## src/rtl/rsbus_slot_scheduler_pkg.sv

```systemverilog
// Ring bus types and slot-scheduler constants shared by the scheduler and its picker.
package rsbus_slot_scheduler_pkg;

   localparam int unsigned RSBUS_SHORT_WORDS = 2;
   localparam int unsigned RSBUS_LONG_WORDS  = 10;

   typedef logic [1:0] rsbus_pri_t;

   typedef struct packed {
      logic       valid;
      logic [2:0] tag;
   } rbus_ctrl_t;

   // The five header control bits sit at the top of the word.
   typedef struct packed {
      logic        frm_used;
      logic        frm_owned;
      rsbus_pri_t  frm_priority;
      logic        frm_len;
      logic [26:0] payload;
   } rbus_hdr_t;

   typedef union packed {
      rbus_hdr_t   header;
      logic [31:0] raw;
   } rbus_word_t;

   localparam int unsigned RSBUS_HDR_CTRL_W = 5;

   typedef enum logic [1:0] {
      ST_PASS,
      ST_FILL,
      ST_PAD
   } sched_state_t;

endpackage

```

## src/rtl/rsbus_slot_scheduler_rr_pri_picker.sv

```systemverilog
// Priority picker: highest priority among eligible requesters, ties broken
// round-robin starting at rr_ptr.
module rsbus_rr_pri_picker
   import rsbus_slot_scheduler_pkg::*;
#(
   parameter int unsigned N_REQ = 4,
   parameter int unsigned PTR_W = 2
) (
   input  logic [N_REQ-1:0]   elig,
   input  logic [N_REQ*2-1:0] pri,
   input  logic [PTR_W-1:0]   rr_ptr,
   output logic [N_REQ-1:0]   win,
   output logic               any
);

   rsbus_pri_t       pri_a [N_REQ];
   rsbus_pri_t       max_pri;
   logic             found;
   logic [PTR_W-1:0] idx;

   // Unpack per-requester priorities.
   always_comb begin
      for (int unsigned k = 0; k < N_REQ; k++) begin
         pri_a[k] = pri[k*2 +: 2];
      end
   end

   // Find the top priority, then scan from rr_ptr for the first eligible at that level.
   always_comb begin
      max_pri = '0;
      found   = 1'b0;
      win     = '0;
      idx     = '0;
      for (int unsigned k = 0; k < N_REQ; k++) begin
         if (elig[k] && (pri_a[k] > max_pri)) begin
            max_pri = pri_a[k];
         end
      end
      for (int unsigned i = 0; i < N_REQ; i++) begin
         idx = PTR_W'((32'(rr_ptr) + i) % N_REQ);
         if (!found && elig[idx] && (pri_a[idx] == max_pri)) begin
            win[idx] = 1'b1;
            found    = 1'b1;
         end
      end
   end

   assign any = |elig;

endmodule

```

## src/rtl/rsbus_slot_scheduler.sv

```systemverilog
// Ring slot scheduler: inserts local requester frames into free ring slots,
// passing used slots through with one cycle of latency.
module rsbus_slot_scheduler
   import rsbus_slot_scheduler_pkg::*;
#(
   parameter int unsigned N_REQ       = 4,
   parameter int unsigned SHORT_WORDS = RSBUS_SHORT_WORDS,
   parameter int unsigned LONG_WORDS  = RSBUS_LONG_WORDS
) (
   input  logic                                 clk,
   input  logic                                 rst,
   input  logic                                 i_sof,
   input  rbus_ctrl_t                           i_ctrl,
   input  rbus_word_t                           i_bus,
   output logic                                 o_sof,
   output rbus_ctrl_t                           o_ctrl,
   output rbus_word_t                           o_bus,
   input  logic [N_REQ-1:0]                     i_req,
   input  logic [N_REQ-1:0]                     i_req_long,
   input  logic [N_REQ*2-1:0]                   i_req_pri,
   input  logic [N_REQ*$bits(rbus_ctrl_t)-1:0]  i_req_ctrl,
   input  logic [N_REQ*$bits(rbus_word_t)-1:0]  i_req_bus,
   output logic [N_REQ-1:0]                     o_pop,
   output logic [N_REQ-1:0]                     o_grant,
   output logic                                 o_ovr_err
);

   localparam int unsigned PTR_W  = (N_REQ > 1) ? $clog2(N_REQ) : 1;
   localparam int unsigned CNT_W  = $clog2(LONG_WORDS + 1);
   localparam int unsigned WORD_W = $bits(rbus_word_t);
   localparam int unsigned CTRL_W = $bits(rbus_ctrl_t);
   localparam int unsigned HDR_W  = RSBUS_HDR_CTRL_W;

   sched_state_t       state_q, state_d;
   logic [CNT_W-1:0]   cnt_q, cnt_d;
   logic [PTR_W-1:0]   cur_q, cur_d;
   logic [PTR_W-1:0]   rr_q, rr_d;

   logic [N_REQ-1:0]   elig;
   logic [N_REQ-1:0]   win_oh;
   logic               any;
   logic               grant;
   logic [PTR_W-1:0]   win_idx;
   logic [PTR_W-1:0]   sel_idx;
   logic               fill_beat;
   logic               ovr;
   rbus_word_t         sel_word;
   rbus_ctrl_t         sel_ctrl;
   rbus_word_t         bus_d;
   rbus_ctrl_t         ctrl_d;

   logic                      sof_q;
   logic                      ctrl_valid_q;
   logic [CTRL_W-2:0]         ctrl_rest_q;
   logic [HDR_W-1:0]          hdr_q;
   logic [WORD_W-HDR_W-1:0]   data_q;

   // Eligibility: free slot header, requester ready, long frames only into long slots.
   always_comb begin
      elig = '0;
      for (int unsigned k = 0; k < N_REQ; k++) begin
         elig[k] = i_sof & ~i_bus.header.frm_used & i_req[k]
                 & (~i_req_long[k] | i_bus.header.frm_len);
      end
   end

   rsbus_rr_pri_picker #(
      .N_REQ (N_REQ),
      .PTR_W (PTR_W)
   ) u_picker (
      .elig   (elig),
      .pri    (i_req_pri),
      .rr_ptr (rr_q),
      .win    (win_oh),
      .any    (any)
   );

   assign grant     = any & ~rst;
   assign fill_beat = (state_q == ST_FILL) & ~i_sof;
   assign ovr       = (state_q == ST_FILL) & i_sof;
   assign sel_idx   = grant ? win_idx : cur_q;

   // Encode the one-hot winner and select the active requester's word.
   always_comb begin
      win_idx  = '0;
      sel_word = '0;
      sel_ctrl = '0;
      for (int unsigned k = 0; k < N_REQ; k++) begin
         if (win_oh[k]) begin
            win_idx = PTR_W'(k);
         end
      end
      for (int unsigned k = 0; k < N_REQ; k++) begin
         if (PTR_W'(k) == sel_idx) begin
            sel_word = i_req_bus[k*WORD_W +: WORD_W];
            sel_ctrl = i_req_ctrl[k*CTRL_W +: CTRL_W];
         end
      end
   end

   // Handshake outputs; all held low while in reset.
   always_comb begin
      o_grant   = '0;
      o_pop     = '0;
      o_ovr_err = 1'b0;
      if (!rst) begin
         o_ovr_err = ovr;
         if (grant) begin
            o_grant = win_oh;
            o_pop   = win_oh;
         end else if (fill_beat) begin
            o_pop[cur_q] = 1'b1;
         end
      end
   end

   // Next ring word: stamped header on grant, requester data in FILL, ring data otherwise.
   always_comb begin
      bus_d  = i_bus;
      ctrl_d = i_ctrl;
      if (grant) begin
         bus_d                  = sel_word;
         bus_d.header.frm_used  = 1'b1;
         bus_d.header.frm_owned = 1'b1;
         bus_d.header.frm_len   = i_req_long[win_idx];
         ctrl_d                 = sel_ctrl;
         ctrl_d.valid           = 1'b1;
      end else if (fill_beat) begin
         bus_d  = sel_word;
         ctrl_d = sel_ctrl;
      end else if ((state_q == ST_PAD) && !i_sof) begin
         ctrl_d.valid = 1'b0;
      end
   end

   // FSM next state: every sof re-arbitrates, which also aborts an unfinished FILL.
   always_comb begin
      state_d = state_q;
      cnt_d   = cnt_q;
      cur_d   = cur_q;
      rr_d    = rr_q;
      if (grant) begin
         state_d = ST_FILL;
         cnt_d   = i_req_long[win_idx] ? CNT_W'(LONG_WORDS - 1) : CNT_W'(SHORT_WORDS - 1);
         cur_d   = win_idx;
         rr_d    = (win_idx == PTR_W'(N_REQ - 1)) ? '0 : win_idx + 1'b1;
      end else if (i_sof) begin
         state_d = ST_PASS;
      end else if (state_q == ST_FILL) begin
         cnt_d = cnt_q - 1'b1;
         if (cnt_q == CNT_W'(1)) begin
            state_d = ST_PAD;
         end
      end
   end

   // State, counter, current winner and round-robin pointer.
   always_ff @(posedge clk) begin
      if (rst) begin
         state_q <= ST_PASS;
         cnt_q   <= '0;
         cur_q   <= '0;
         rr_q    <= '0;
      end else begin
         state_q <= state_d;
         cnt_q   <= cnt_d;
         cur_q   <= cur_d;
         rr_q    <= rr_d;
      end
   end

   // Control-bearing output flops: sof, valid and header control bits.
   always_ff @(posedge clk) begin
      if (rst) begin
         sof_q        <= 1'b0;
         ctrl_valid_q <= 1'b0;
         hdr_q        <= '0;
      end else begin
         sof_q        <= i_sof;
         ctrl_valid_q <= ctrl_d.valid;
         hdr_q        <= bus_d[WORD_W-1 -: HDR_W];
      end
   end

   // Data-only output flops, no reset.
   always_ff @(posedge clk) begin
      ctrl_rest_q <= ctrl_d[CTRL_W-2:0];
      data_q      <= bus_d[WORD_W-HDR_W-1:0];
   end

   assign o_sof  = sof_q;
   assign o_ctrl = {ctrl_valid_q, ctrl_rest_q};
   assign o_bus  = {hdr_q, data_q};

endmodule

```

## config.mk

```make
export PLATFORM = sky130hd
export DESIGN_NAME = rsbus_slot_scheduler
export DESIGN_NICKNAME = d
export VERILOG_FILES = /design/src/rtl/rsbus_slot_scheduler_pkg.sv /design/src/rtl/rsbus_slot_scheduler_rr_pri_picker.sv /design/src/rtl/rsbus_slot_scheduler.sv
export SDC_FILE = /design/constraint.sdc
export NUM_CORES = 1
export LEC_CHECK = 0
export BUFFER_PORTS_ARGS = -buffer_cell sky130_fd_sc_hd__buf_2
export CAP_MARGIN = 20
export CORE_UTILIZATION = 40
export CTS_BUF_LIST = sky130_fd_sc_hd__clkbuf_4
export CTS_CLUSTER_DIAMETER = 120
export CTS_CLUSTER_SIZE = 40
export DETAILED_ROUTE_END_ITERATION = 7
export GPL_ROUTABILITY_DRIVEN = 0
export PLACE_DENSITY = 0.75
export SYNTH_ARGS = -nofsm -noshare
export SYNTH_HDL_FRONTEND = slang
export SYNTH_HIERARCHICAL = 1
export SYNTH_SLANG_ARGS = --single-unit
```

## constraint.sdc

```tcl
create_clock -name clk -period 7.12 [get_ports clk]
set_clock_uncertainty 0.15 [all_clocks]
set_input_delay 0 -clock clk [delete_from_list [all_inputs] [get_ports clk]]
set_output_delay 0 -clock clk [all_outputs]
set_load 0.05 [all_outputs]
```

==> impl_results.md, run 1 <==
* Result of the run: did not finish
* Stage at which the flow ended: clock tree synthesis
* Error text reported by the tool: [ERROR RSZ-0060] Max buffer count reached.
* Cell type with the largest total area after synthesis: sky130_fd_sc_hd__dfxtp_1
* Most used DFF post-synth: sky130_fd_sc_hd__dfxtp_1
* Adder and majority gate portion of the synthesized area at 4.062%
* Count of warnings emitted by yosys at 6
* Instance area after placement at 4957 µm²
* Mapped Nets at 658
* Top-Level Pins at 245
* Post-synth ARST share at 0%
* Multiplexer area fraction after synthesis at 14.69%
* Post-synthesis register bit count at 47
* XOR/XNOR share of the synthesized area at 2.607%
* Mapped cell area at 3696 µm²
* Share of the synthesized area in compound gates (AO/OA/AOI/OAI) at 23.43%
* # Post-CTS Setup Buffers at 0
* Largest family of logic cells by synthesized area: compound AO/OA/AOI/OAI gates
* Buffer cell driving the clock tree root: sky130_fd_sc_hd__clkbuf_4
* Instance count of the mapped netlist at 447
* Commonest cells post-synth: sky130_fd_sc_hd__nand2_1, sky130_fd_sc_hd__dfxtp_1, sky130_fd_sc_hd__and3_1
* Number of flops mapped to enable cells by yosys at 0
* Cell Count Post-Placement at 774
* Total clock buffers created by CTS at 5
* Die W at 98.13 µm
* Detailed-placement wirelength estimate at 10.50 mm
* Maximum clock path buffer count at 2
* CTS H-Tree Depth at 2
* Simple-gate share of the synthesized area at 23.22%
* Sinks on Clock Net at 47
* Cell with the most instances after synthesis: sky130_fd_sc_hd__nand2_1
* Proportion of netlist area held by the largest area contributor at 25.46%
* Initial cell density of the core at 41.77%
* Pre-CTS setup slack at 0.04967 ns
* Vertical die dimension at 98.13 µm
* Cell Rows at 34
* Hold buffer count at CTS at 157
* Sequential share of the synthesized area at 25.46%
* Dominant cells by area after synthesis: sky130_fd_sc_hd__dfxtp_1, sky130_fd_sc_hd__nand2_1, sky130_fd_sc_hd__o221ai_1, sky130_fd_sc_hd__and3_1, sky130_fd_sc_hd__mux4_1
* Number of distinct library cell variants in the gate-level netlist after synthesis at 59
* Post-synthesis average cell area at 8.269 µm²
* Port buffer count at 244
* Number of gates resized after CTS at 0
-- metrics by stage --
stage / util (%) / hold slack (ns)
after floorplan: - / -0.06694
after global placement: 56.02 / 0.04480
after detailed placement: 56.02 / 0.05015
-- logic make-up after synthesis --
family / Yosys count
and+or+nand+nor: 179
AOI/OAI and AO/OA: 114
buffers and inverters: 50
DFF: 47
muxes: 34
adders and majority gates: 12
xor gates and xnor gates: 11
==> run 2: changes to the inputs <==
CORE_UTILIZATION = 25   (was 40)
CTS_BUF_LIST = unset   (was sky130_fd_sc_hd__clkbuf_4)
CTS_CLUSTER_DIAMETER = unset   (was 120)
CTS_CLUSTER_SIZE = unset   (was 40)
PLACE_DENSITY = unset   (was 0.75)
PLACE_DENSITY_LB_ADDON = 0.15   (was unset)
==> run 2 against run 1 <==
The run now ends clean. Synthesized area is the same. Synthesized cell count is the same.
==> impl_results.md, run 2 <==
* XOR/XNOR share of the synthesized area at 2.607% (unchanged)
* Top library cells by usage in the layout, fill and taps aside: sky130_fd_sc_hd__buf_2, sky130_fd_sc_hd__dlygate4sd3_1, sky130_fd_sc_hd__nand2_1
* Post-synthesis average cell area at 8.269 µm² (unchanged)
* Commonest cells post-synth: sky130_fd_sc_hd__nand2_1, sky130_fd_sc_hd__dfxtp_1, sky130_fd_sc_hd__and3_1
* Number of distinct library cell variants in the gate-level netlist after synthesis at 59 (unchanged)
* Pins Over Slew Limit at 0
* Total global-route track usage at 22.04%
* Count of maximum capacitance violations at 0
* Final critical-path share of the clock period at 94.00%
* CTS tree: built
* Minimum setup slack in the final design at 0.4275 ns
* Vertical die dimension at 123.6 µm (+26%)
* Mapped Nets at 658 (unchanged)
* Post-synthesis register bit count at 47 (unchanged)
* Peak VDD IR at 0.00009685 V
* Required arrival time at the worst endpoint at 7.15 ns
* Antenna Diode Count at 0
* Sum of overflow across all layers after global routing at 0
* Power density over the cells at 160.4 nW/µm²
* Cell leakage power at 0.003249 µW
* Register name with the most flops: data_q
* Launching element type of the critical path: primary input
* Average via count per standard cell at 5.061
* Number of flops mapped to enable cells by yosys at 0 (unchanged)
* Sinks on Clock Net at 47 (unchanged)
* Sequential share of the synthesized area at 25.46% (unchanged)
* Remaining antenna violation count after routing at 0
* CP Capture Type: register
* Overall routed net length at 17.55 mm
* Die area at 15270 µm²
* Maximum fanout along the worst path at 13
* Min Tclk post-route at 6.693 ns
* Maximum clock path buffer count at 2 (unchanged)
* DRC viols at 0
* Cell with the most instances after synthesis: sky130_fd_sc_hd__nand2_1
* Cell Rows at 44 (+29%)
* Cell type with the largest total area after synthesis: sky130_fd_sc_hd__dfxtp_1
* Setup TNS at 0 ns
* Maximum number of pins on one net before global-route repair at 41
* Initial antenna violation count at 0
* Post-synth ARST share at 0% (unchanged)
* Average routed wire per standard cell at 17.27 µm
* Most used DFF post-synth: sky130_fd_sc_hd__dfxtp_1
* Detailed-placement wirelength estimate at 11.85 mm (+13%)
* Footprint of the multi-input gates at 2546 µm²
* Largest registers ranked by flip-flop count: data_q: 27 flops, hdr_q: 5 flops, cnt_q: 4 flops
* FMAX at 0.1494 GHz
* Worst hold path class: in2reg
* Setup Viol. Count Final at 0
* Core Area at 14480 µm²
* Detailed-router iteration count before antenna repair at 5
* Setup repair after global routing missed its margin: no
* Data arrival, critical path at 6.73 ns
* Cell Count Post-Placement at 851 (+9.9%)
* CTS H-Tree Depth at 2 (unchanged)
* Buffer cell driving the clock tree root: sky130_fd_sc_hd__clkbuf_16
* Result of the run: complete, no violations
* Multiplexer area fraction after synthesis at 14.69% (unchanged)
* Non-Filler Instances at 1016
* Port buffer count at 244 (unchanged)
* Final hold viol count at 0
* Worst-margin pin slew at 0.9686 ns
* Mapped cell area at 3696 µm² (unchanged)
* Initial cell density of the core at 25.53% (-16 points)
* Count of warnings emitted by yosys at 6 (unchanged)
* Pre-CTS setup slack at 0.01424 ns (-0.03543 ns)
* Flip-flop count of the largest register after layout at 27
* Most common library cell in the layout ignoring fill and taps: sky130_fd_sc_hd__buf_2
* Top-Level Pins at 245 (unchanged)
* Post-synthesis to final-layout area growth at 83.62%
* Slowest cell on the critical path: sky130_fd_sc_hd__dlygate4sd3_1
* Most common cell type on the critical path: sky130_fd_sc_hd__ha_1
* NumNets Final at 1042
* Proportion of netlist area held by the largest area contributor at 25.46% (unchanged)
* Class of the most critical setup path: in2reg
* Simple-gate share of the synthesized area at 23.22% (unchanged)
* First-pass GRT wire length at 25.63 mm
* Share of the synthesized area in compound gates (AO/OA/AOI/OAI) at 23.43% (unchanged)
* Total area of sequential cells at 940.9 µm²
* Die W at 123.6 µm (+26%)
* 1st-iter DRT viols at 301
* Total clock buffers created by CTS at 5 (unchanged)
* Worst path max stage delay at 0.56 ns
* Number of global-route vias before repair at 5164
* Layout fillers at 1387
* Slew HR at 35.43%
* Largest family of logic cells by synthesized area: compound AO/OA/AOI/OAI gates
* Instance count of the mapped netlist at 447 (unchanged)
* Dominant cells by area after synthesis: sky130_fd_sc_hd__dfxtp_1, sky130_fd_sc_hd__nand2_1, sky130_fd_sc_hd__o221ai_1, sky130_fd_sc_hd__and3_1, sky130_fd_sc_hd__mux4_1
* Clock slew at reported path FFs at 0.06 ns
* Clock latency reported for the late side of the worst-skew pair at 0.30 ns
* Share of post-route cells with drive strength above 1 at 37.02%
* Adder and majority gate portion of the synthesized area at 4.062% (unchanged)
* Overall via count from detail_route at 5142
-- run 2: cell counts after synthesis --
Identical to the previous run, type by type.
-- run 2: final cells by class --
cell class / instances / area share [%]
clock buffer: 6 / 1.899
clock inverter: 2 / 0.2397
inverter: 17 / 0.9403
multi-input combinational: 350 / 37.52
sequential: 47 / 13.86
tap: 184 / 3.392
timing repair buffer: 410 / 42.15
-- run 2: what timing repair did --
item | 4_1_cts | 5_1_grt
hold buffers | 157 | 0
endpoints found under the hold margin | 46 | 0
gates resized for setup | 0 | 6
setup endpoints to repair | 0 | 35
setup buffers | 0 | 0
-- run 2: metrics by stage --
stage               hold slack [ns]  power (µW)  cell area, µm²  utilization [%]
CTS                         0.01086        1086            6764            46.72
global placement            0.04543       766.1            5047            34.86
global route                0.04176        1151            6787            46.87
floorplan                  -0.06694       630.4            3696                -
detailed placement          0.05237       767.6            5047            34.86
finish                      0.01768        1088            6787            46.87
-- run 2: metal layers --
metal | global-route usage (%) | up-vias | routed length [µm]
li1 | - | 2424 | -
met1 | 25.37 | 2438 | 6926
met2 | 38.51 | 235 | 8845
met3 | 6.181 | 45 | 1281
met4 | 8.283 | 0 | 493
met5 | 0 | - | 0
-- run 2: final timing paths --
path                                 to  depth (start not counted)  slack, ns                  start
hold reg to reg   cnt_q[1]$_SDFFE_PP0P_                          2       0.40  cnt_q[1]$_SDFFE_PP0P_
hold / removal      hdr_q[2]$_SDFF_PP0_                          3       0.02         i_req_bus[125]
setup / recovery     data_q[21]$_DFF_P_                         30       0.43                  i_sof
setup reg to reg     data_q[21]$_DFF_P_                         16       1.67   rr_q[0]$_SDFFE_PP0N_
-- run 2: cells by family (layout without fill, tap and decap cells) --
| family | Yosys count | in the layout |
|---|---|---|
| AOI/OAI and AO/OA | 114 | 114 |
| buffers and inverters | 50 | 435 |
| muxes | 34 | 34 |
| DFF | 47 | 47 |
| adders and majority gates | 12 | 12 |
| xor gates and xnor gates | 11 | 11 |
| and+or+nand+nor | 179 | 179 |
-- run 2: where the power goes --
group | internal, µW | switching [µW]
Clock | 132 | 112
Combinational | 231 | 298
Sequential | 296 | 18.9
Total | 660 | 429
-- run 2: critical path, delay by kind of cell --
kind	cells	cell delay, ns
adder cells (fa/ha/maj)	3	0.87
AND/OR/NAND/NOR	8	1.41
AO/OA/AOI/OAI	11	2.38
multiplexers	3	0.96
buffers and inverters	4	0.93
XOR/XNOR	1	0.16
(Power assumes the default switching activity.)
